==> config.mk <==
export PLATFORM = sky130hd
export DESIGN_NAME = tmds_symbol_aligner_decoder_flat
export DESIGN_NICKNAME = d
export VERILOG_FILES = /design/src/rtl/tmds_symbol_aligner_decoder_if.sv /design/src/rtl/tmds_symbol_aligner_decoder.sv /design/src/flat_wrapper.sv
export SDC_FILE = /design/constraint.sdc
export NUM_CORES = 1
export LEC_CHECK = 0
export ABC_AREA = 1
export BUFFER_PORTS_ARGS = -buffer_cell sky130_fd_sc_hd__buf_2
export CAP_MARGIN = 10
export CORE_MARGIN = 2
export CORE_UTILIZATION = 40
export CTS_CLUSTER_DIAMETER = 80
export DETAILED_ROUTE_END_ITERATION = 16
export GPL_ROUTABILITY_DRIVEN = 1
export PLACE_DENSITY = 0.7
export SYNTH_ARGS = -nofsm -noshare
export SYNTH_HDL_FRONTEND = slang
export SYNTH_SLANG_ARGS = --single-unit
==> constraint.sdc <==
create_clock -name clk_pixel -period 3.1 [get_ports clk_pixel]
set_input_delay 0.31 -clock clk_pixel [delete_from_list [all_inputs] [get_ports clk_pixel]]
set_output_delay 0.31 -clock clk_pixel [all_outputs]
set_load 0.1 [all_outputs]
==> src/rtl/tmds_symbol_aligner_decoder_if.sv <==
// Per-channel TMDS receive bus: the unaligned deserializer word in, and the aligned, classified symbol out.
interface tmds_symbol_aligner_decoder_if;
  logic [9:0] raw_word;
  logic [9:0] symbol;
  logic [7:0] video_data;
  logic [1:0] ctrl;
  logic [3:0] terc4;
  logic       is_ctrl;
  logic       is_terc4;
  logic       locked;
  logic [3:0] bit_offset;

  modport master (
    output raw_word,
    input  symbol, video_data, ctrl, terc4, is_ctrl, is_terc4, locked, bit_offset
  );

  modport slave (
    input  raw_word,
    output symbol, video_data, ctrl, terc4, is_ctrl, is_terc4, locked, bit_offset
  );
endinterface

==> src/rtl/tmds_symbol_aligner_decoder.sv <==
// TMDS channel receiver: bit-slips a 20-bit window until control-token runs appear, then
// decodes each aligned symbol as video byte, control token or TERC4 nibble.
module tmds_symbol_aligner_decoder #(
  parameter int unsigned LOCK_RUN       = 8,
  parameter int unsigned SEARCH_TIMEOUT = 4096
) (
  input  logic                          clk_pixel,
  input  logic                          reset_n,
  tmds_symbol_aligner_decoder_if.slave  bus
);
  localparam int unsigned TW = $clog2(SEARCH_TIMEOUT + 1);
  localparam int unsigned RW = $clog2(LOCK_RUN + 1);

  typedef enum logic {SEARCH, LOCKED} state_t;

  state_t         state_q, state_d;
  logic [9:0]     raw_prev_q, raw_prev_d;
  logic [9:0]     symbol_q, symbol_d;
  logic [7:0]     video_q, video_d;
  logic [1:0]     ctrl_q, ctrl_d;
  logic [3:0]     terc4_q, terc4_d;
  logic           is_ctrl_q, is_ctrl_d;
  logic           is_terc4_q, is_terc4_d;
  logic           locked_q, locked_d;
  logic [3:0]     offset_q, offset_d;
  logic [RW-1:0]  run_q, run_d;
  logic [TW-1:0]  tmo_q, tmo_d;
  logic [1:0]     flush_q, flush_d;

  logic [19:0]    win;
  logic [7:0]     q;
  logic           run_done;
  logic           timeout;

  always_comb begin
    raw_prev_d = bus.raw_word;
    win        = {bus.raw_word, raw_prev_q};
    symbol_d   = win[offset_q +: 10];

    q          = symbol_q[9] ? ~symbol_q[7:0] : symbol_q[7:0];
    video_d    = '0;
    video_d[0] = q[0];
    for (int unsigned i = 1; i < 8; i++) begin
      video_d[i] = symbol_q[8] ? (q[i] ^ q[i-1]) : ~(q[i] ^ q[i-1]);
    end

    ctrl_d     = '0;
    terc4_d    = '0;
    is_ctrl_d  = 1'b0;
    is_terc4_d = 1'b0;
    case (symbol_q)
      10'b1101010100: begin is_ctrl_d = 1'b1; ctrl_d = 2'd0; end
      10'b0010101011: begin is_ctrl_d = 1'b1; ctrl_d = 2'd1; end
      10'b0101010100: begin is_ctrl_d = 1'b1; ctrl_d = 2'd2; end
      10'b1010101011: begin is_ctrl_d = 1'b1; ctrl_d = 2'd3; end
      10'b1010011100: begin is_terc4_d = 1'b1; terc4_d = 4'h0; end
      10'b1001100011: begin is_terc4_d = 1'b1; terc4_d = 4'h1; end
      10'b1011100100: begin is_terc4_d = 1'b1; terc4_d = 4'h2; end
      10'b1011100010: begin is_terc4_d = 1'b1; terc4_d = 4'h3; end
      10'b0101110001: begin is_terc4_d = 1'b1; terc4_d = 4'h4; end
      10'b0100011110: begin is_terc4_d = 1'b1; terc4_d = 4'h5; end
      10'b0110001110: begin is_terc4_d = 1'b1; terc4_d = 4'h6; end
      10'b0100111100: begin is_terc4_d = 1'b1; terc4_d = 4'h7; end
      10'b1011001100: begin is_terc4_d = 1'b1; terc4_d = 4'h8; end
      10'b0100111001: begin is_terc4_d = 1'b1; terc4_d = 4'h9; end
      10'b0110011100: begin is_terc4_d = 1'b1; terc4_d = 4'hA; end
      10'b1011000110: begin is_terc4_d = 1'b1; terc4_d = 4'hB; end
      10'b1010001110: begin is_terc4_d = 1'b1; terc4_d = 4'hC; end
      10'b1001110001: begin is_terc4_d = 1'b1; terc4_d = 4'hD; end
      10'b0101100011: begin is_terc4_d = 1'b1; terc4_d = 4'hE; end
      10'b1011000011: begin is_terc4_d = 1'b1; terc4_d = 4'hF; end
      default: ;
    endcase

    // Two cycles after a slip is_ctrl_q still reflects the old alignment, so it must not count.
    run_done = (flush_q == 2'd0) && is_ctrl_q && (run_q == RW'(LOCK_RUN - 1));
    timeout  = (tmo_q == TW'(SEARCH_TIMEOUT - 1));

    flush_d  = (flush_q == 2'd0) ? 2'd0 : flush_q - 2'd1;
    if (flush_q != 2'd0 || !is_ctrl_q) begin
      run_d = '0;
    end else if (run_q != RW'(LOCK_RUN)) begin
      run_d = run_q + RW'(1);
    end else begin
      run_d = run_q;
    end

    tmo_d    = tmo_q + TW'(1);
    offset_d = offset_q;
    state_d  = state_q;
    if (run_done) begin
      tmo_d   = '0;
      state_d = LOCKED;
    end else if (timeout) begin
      tmo_d    = '0;
      run_d    = '0;
      flush_d  = 2'd2;
      offset_d = (offset_q == 4'd9) ? 4'd0 : offset_q + 4'd1;
      state_d  = SEARCH;
    end
    locked_d = (state_d == LOCKED);
  end

  always_ff @(posedge clk_pixel) begin
    if (!reset_n) begin
      state_q    <= SEARCH;
      raw_prev_q <= '0;
      symbol_q   <= '0;
      video_q    <= '0;
      ctrl_q     <= '0;
      terc4_q    <= '0;
      is_ctrl_q  <= 1'b0;
      is_terc4_q <= 1'b0;
      locked_q   <= 1'b0;
      offset_q   <= '0;
      run_q      <= '0;
      tmo_q      <= '0;
      flush_q    <= '0;
    end else begin
      state_q    <= state_d;
      raw_prev_q <= raw_prev_d;
      symbol_q   <= symbol_d;
      video_q    <= video_d;
      ctrl_q     <= ctrl_d;
      terc4_q    <= terc4_d;
      is_ctrl_q  <= is_ctrl_d;
      is_terc4_q <= is_terc4_d;
      locked_q   <= locked_d;
      offset_q   <= offset_d;
      run_q      <= run_d;
      tmo_q      <= tmo_d;
      flush_q    <= flush_d;
    end
  end

  assign bus.symbol     = symbol_q;
  assign bus.video_data = video_q;
  assign bus.ctrl       = ctrl_q;
  assign bus.terc4      = terc4_q;
  assign bus.is_ctrl    = is_ctrl_q;
  assign bus.is_terc4   = is_terc4_q;
  assign bus.locked     = locked_q;
  assign bus.bit_offset = offset_q;
endmodule

==> src/flat_wrapper.sv <==
// flat-port wrapper written by rule: the top's interface ports become plain ports
module tmds_symbol_aligner_decoder_flat 
#(
  parameter int unsigned LOCK_RUN       = 8,
  parameter int unsigned SEARCH_TIMEOUT = 4096
)
  (clk_pixel, reset_n, bus_raw_word, bus_symbol, bus_video_data, bus_ctrl, bus_terc4, bus_is_ctrl, bus_is_terc4, bus_locked, bus_bit_offset);
  tmds_symbol_aligner_decoder_if bus_i ();
  input  logic clk_pixel;
  input  logic reset_n;
  input wire logic [$bits(bus_i.raw_word)-1:0] bus_raw_word;
  output wire logic [$bits(bus_i.symbol)-1:0] bus_symbol;
  output wire logic [$bits(bus_i.video_data)-1:0] bus_video_data;
  output wire logic [$bits(bus_i.ctrl)-1:0] bus_ctrl;
  output wire logic [$bits(bus_i.terc4)-1:0] bus_terc4;
  output wire logic [$bits(bus_i.is_ctrl)-1:0] bus_is_ctrl;
  output wire logic [$bits(bus_i.is_terc4)-1:0] bus_is_terc4;
  output wire logic [$bits(bus_i.locked)-1:0] bus_locked;
  output wire logic [$bits(bus_i.bit_offset)-1:0] bus_bit_offset;
  assign bus_i.raw_word = bus_raw_word;
  assign bus_symbol = bus_i.symbol;
  assign bus_video_data = bus_i.video_data;
  assign bus_ctrl = bus_i.ctrl;
  assign bus_terc4 = bus_i.terc4;
  assign bus_is_ctrl = bus_i.is_ctrl;
  assign bus_is_terc4 = bus_i.is_terc4;
  assign bus_locked = bus_i.locked;
  assign bus_bit_offset = bus_i.bit_offset;
  tmds_symbol_aligner_decoder #(.LOCK_RUN(LOCK_RUN), .SEARCH_TIMEOUT(SEARCH_TIMEOUT)) u_core (.clk_pixel(clk_pixel), .reset_n(reset_n), .bus(bus_i));
endmodule
==> impl_table.tex <==
\begin{tabular}{lr}
\hline
Metric & Value \\
\hline
\multicolumn{2}{l}{\textbf{Routing}} \\
\quad Post-route DRC violation count & 0 \\
\quad First-pass detailed-route iteration total & 4 \\
\quad Via Count & about 3,300 \\
\quad Post-route antenna net violation count & 0 \\
\quad Total wire length after detailed routing & 8.172 mm \\
\quad Average wire length per cell after detail routing & approximately 13 um \\
\quad Via density & 5.031 \\
\quad Number of DRC violations after detailed-routing iteration 0 & $\sim$220 \\
\multicolumn{2}{l}{\textbf{Finish}} \\
\quad Count of antenna diodes in the layout & 0 \\
\quad Number of nets at the end of the flow & 570 \\
\quad End-of-flow core utilization & roughly 47\% \\
\quad Fraction of final layout cells with drive strength greater than 1 & 16.36\% \\
\quad Relative area change from synthesis to final layout & 13.79\% \\
\quad Filler-free cell count of the finished design & between 600 and 700 \\
\multicolumn{2}{l}{\textbf{Clock network}} \\
\quad Worst-skew pair later-pin latency & around 340 ps \\
\quad CTS sink count & 60 \\
\quad CTS Buf Count & 9 \\
\quad TritonCTS clock tree & built \\
\quad Count of cells resized by post-cts repair & 0 \\
\quad Setup fix buffers added after clock tree synthesis & 0 \\
\quad Clock transition at the register clock pins on the worst setup and hold paths after CTS & 70 ps \\
\quad Clock Root Buffer & clkbuf\_8 \\
\quad Clock Tree Buf Depth & 2 \\
\quad Maximum level of the CTS H-tree & 3 \\
\quad CTS hold repair buffers & 0 \\
\multicolumn{2}{l}{\textbf{Synthesis}} \\
\quad Most instantiated library cell after synthesis & nand2\_1 \\
\quad Average cell area after synthesis & slightly below 7 um2 \\
\quad Dominant register cell in the synthesized netlist & dfxtp\_1 \\
\quad Share of async-settable or async-resettable flops after synthesis & 0\% \\
\quad Most common library cells after synthesis & 145 x nand2\_1, 81 x nand3\_1, 60 x dfxtp\_1, 44 x nor2\_1, 41 x inv\_1 \\
\quad Cell variety after synth & 35 \\
\quad EDFF count, synth & 0 \\
\quad Post-Synthesis Cells & between 500 and 600 \\
\quad Synthesized netlist net count & $\sim$530 \\
\quad Dominant cell type by area after synthesis & dfxtp\_1 \\
\quad Post-synth top area share & a little over a third \\
\quad Cell area after synthesis & 3421 um2 \\
\quad Number of synthesis warnings & 0 \\
\quad Seq cells post-synth & 60 \\
\quad Sequential element share of the synthesized area & 35.11\% \\
\quad Leading post-synthesis cells by cell area & dfxtp\_1 35\%, nand2\_1 16\%, nand3\_1 12\% \\
\multicolumn{2}{l}{\textbf{Power and ir drop}} \\
\quad Highest ir drop seen on vdd & roughly 0.00020 V \\
\quad Total power divided by cell area & 471.8 nW/um2 \\
\quad Leakage power of the design & 0.001795 uW \\
\multicolumn{2}{l}{\textbf{Timing}} \\
\quad Setup repair after global routing missed its margin & false \\
\quad Final Max Tran Viols & 0 \\
\quad Post-Route Skew & between 10 and 15 ps \\
\quad Transition time at the pin with the least slew margin & 585.2 ps \\
\quad Final critical path time including I/O delays and setup & 2004 ps \\
\quad Fin Setup TNS & 0 ps \\
\quad Share of the clock period used by the worst path after layout & 64.64\% \\
\quad Highest Clock Rate & 499.0 MHz \\
\quad Number of hold-slack violations in the final timing report & 0 \\
\quad Setup-violating endpoint count in the final report & 0 \\
\quad Headroom to the max-slew limit & between 60\% and 70\% \\
\multicolumn{2}{l}{\textbf{Setup path}} \\
\quad Worst-path cell chain & buf\_4, buf\_2 \\
\quad Setup Crit Path Kind & flip-flop to output pin \\
\quad Required arrival time at the worst endpoint & about 2800 ps \\
\quad Worst Setup Start Kind & flip-flop \\
\quad Arrival time of data at the critical path endpoint & between 1500 and 2000 ps \\
\quad Delay of the slowest cell on the worst path & between 600 and 700 ps \\
\quad CP max stage cell & dfxtp\_1 \\
\quad Crit-path max FO & 14 \\
\quad Nature of the critical path endpoint & output pin \\
\multicolumn{2}{l}{\textbf{Hold path}} \\
\quad Worst min path class & input pin to flip-flop \\
\multicolumn{2}{l}{\textbf{Place}} \\
\quad Placed wire-length estimate & roughly 6.2 mm \\
\quad Port Buffer Count & 42 \\
\quad Cells after DPL & roughly 630 \\
\quad GPL Wtd Cong & $\sim$0.94 \\
\multicolumn{2}{l}{\textbf{Global routing}} \\
\quad Global-route wire length before repair & between 10 and 15 mm \\
\quad Largest net degree at the start of global routing & 29 \\
\quad GR Util met3 & $\sim$4.5\% \\
\quad GR Util met2 & 32.12\% \\
\quad Met1 track utilization from global routing & 23.98\% \\
\quad Total track usage & a little under a fifth \\
\quad Overall overflow remaining after global route & 0 \\
\quad Vias in the first global route & roughly 3,100 \\
\quad Most Crowded Layer GR & met2 \\
\quad Initial antenna violation count & 0 \\
\multicolumn{2}{l}{\textbf{Floorplanning}} \\
\quad Number of rows created at floorplan & 33 \\
\quad Chip Width & 96.48 um \\
\quad Core area & 8258 um2 \\
\quad Die extent in y & roughly 96 um \\
\quad Initial Utilization & between 40\% and 50\% \\
\quad Die Outline Area & around 9300 um2 \\
\quad Count of boundary I/O pins & between 40 and 50 \\
\multicolumn{2}{l}{\textbf{Run}} \\
\quad Max Cap Violations & 0 \\
\multicolumn{2}{l}{\textbf{Run status}} \\
\quad Status & completed \\
\hline
\end{tabular}
report_power, final:
part	switching, uW	internal [uW]	total [uW]
registers	17.4	795	813
clock network	339	458	797
logic	181	46.8	227
total	537	1300	1840
cells by family after synthesis:
kind of cell,count (synthesis),synth area share [%]
and+or+nand+nor,303,40.05
xor gates and xnor gates,10,2.560
AOI/OAI and AO/OA,44,6.840
buffers and inverters,65,8.486
adders and majority gates,19,6.950
DFF,60,35.11
worst max-delay path: cells and delay by family, from the launching register on:
kind,cells,cell delay [ps]
buffers and inverters,2,720
DFF,1,630
final cells by class:
cell class | instances | area, um2
clock buffer | 9 | 123.9
clock inverter | 7 | 98.84
fill | 856 | 4365
inverter | 48 | 182.7
multi-input combinational | 376 | 1929
sequential | 60 | 1201
tap | 105 | 131.4
timing repair buffer | 44 | 225.2
final timing paths:
kind / startpoint / end / slack (ps) / cells past startpoint
worst max-delay path: u_core.bus.bit_offset[1]$_SDFFE_PN0P_ / bus_bit_offset[1] / 1100 / 2
worst min register to register: u_core.flush_q[0]$_SDFF_PN0_ / u_core.flush_q[0]$_SDFF_PN0_ / 450 / 1
worst max register to register: u_core.bus.bit_offset[1]$_SDFFE_PN0P_ / u_core.bus.symbol[2]$_SDFF_PN0_ / 1360 / 7
worst min-delay path: bus_raw_word[8] / u_core.raw_prev_q[8]$_SDFF_PN0_ / 190 / 3
stage by stage:
stage | total power, uW | cell area, um2 | hold WS (ps) | setup slack [ps]
2_1_floorplan | 1009 | 3421 | 403.5 | 967.5
3_3_place_gp | 1055 | 3670 | 428.6 | 1369
3_5_place_dp | 1057 | 3670 | 441.8 | 1397
4_1_cts | 1857 | 3892 | 171.7 | 1085
5_1_grt | 1908 | 3892 | 200.3 | 1010
6_report | 1836 | 3892 | 187.5 | 1096
layer usage:
| layer | vias to the layer above | wire (um) | part of all wire (%) |
|---|---|---|---|
| li1 | 1690 | - | - |
| met1 | 1470 | 3685 | 45 |
| met2 | 93 | 3881 | 47 |
| met3 | 12 | 490 | 6.0 |
| met4 | 0 | 114 | 1.4 |
| met5 | - | 0 | 0 |
registers in the layout, indices dropped and copies added (netlist names):
signal and cells:
u_core.bus.bit_offset 4, u_core.run_q 4, u_core.raw_prev_q 10, u_core.flush_q 2, u_core.bus.symbol 10, u_core.bus.terc4 4
u_core.bus.is_terc4 1, u_core.bus.ctrl 2, u_core.state_q 1, u_core.bus.video_data 8, u_core.tmo_q 13, u_core.bus.is_ctrl 1
layout by cell type (no fill, tap or decap), drive strengths merged:
| master | synthesis | routed |
|---|---|---|
| o211ai | 1 | 1 |
| nand2 | 151 | 151 |
| bufinv | 0 | 2 |
| ha | 19 | 19 |
| nor3 | 2 | 2 |
| and3 | 1 | 1 |
| o21ai | 9 | 9 |
| clkinv | 0 | 2 |
| nand3b | 1 | 1 |
| clkinvlp | 0 | 1 |
| nor3b | 4 | 4 |
| nand4 | 5 | 5 |
| xor2 | 5 | 5 |
| a21oi | 31 | 31 |
| dfxtp | 60 | 60 |
| inv | 48 | 50 |
| buf | 15 | 44 |
| nand3 | 83 | 83 |
| a211oi | 1 | 1 |
| or2 | 5 | 5 |
| xnor2 | 5 | 5 |
| clkbuf | 2 | 9 |
| nor2 | 51 | 51 |
| o21bai | 2 | 2 |
Note: power is estimated with default switching activity, not from simulation.
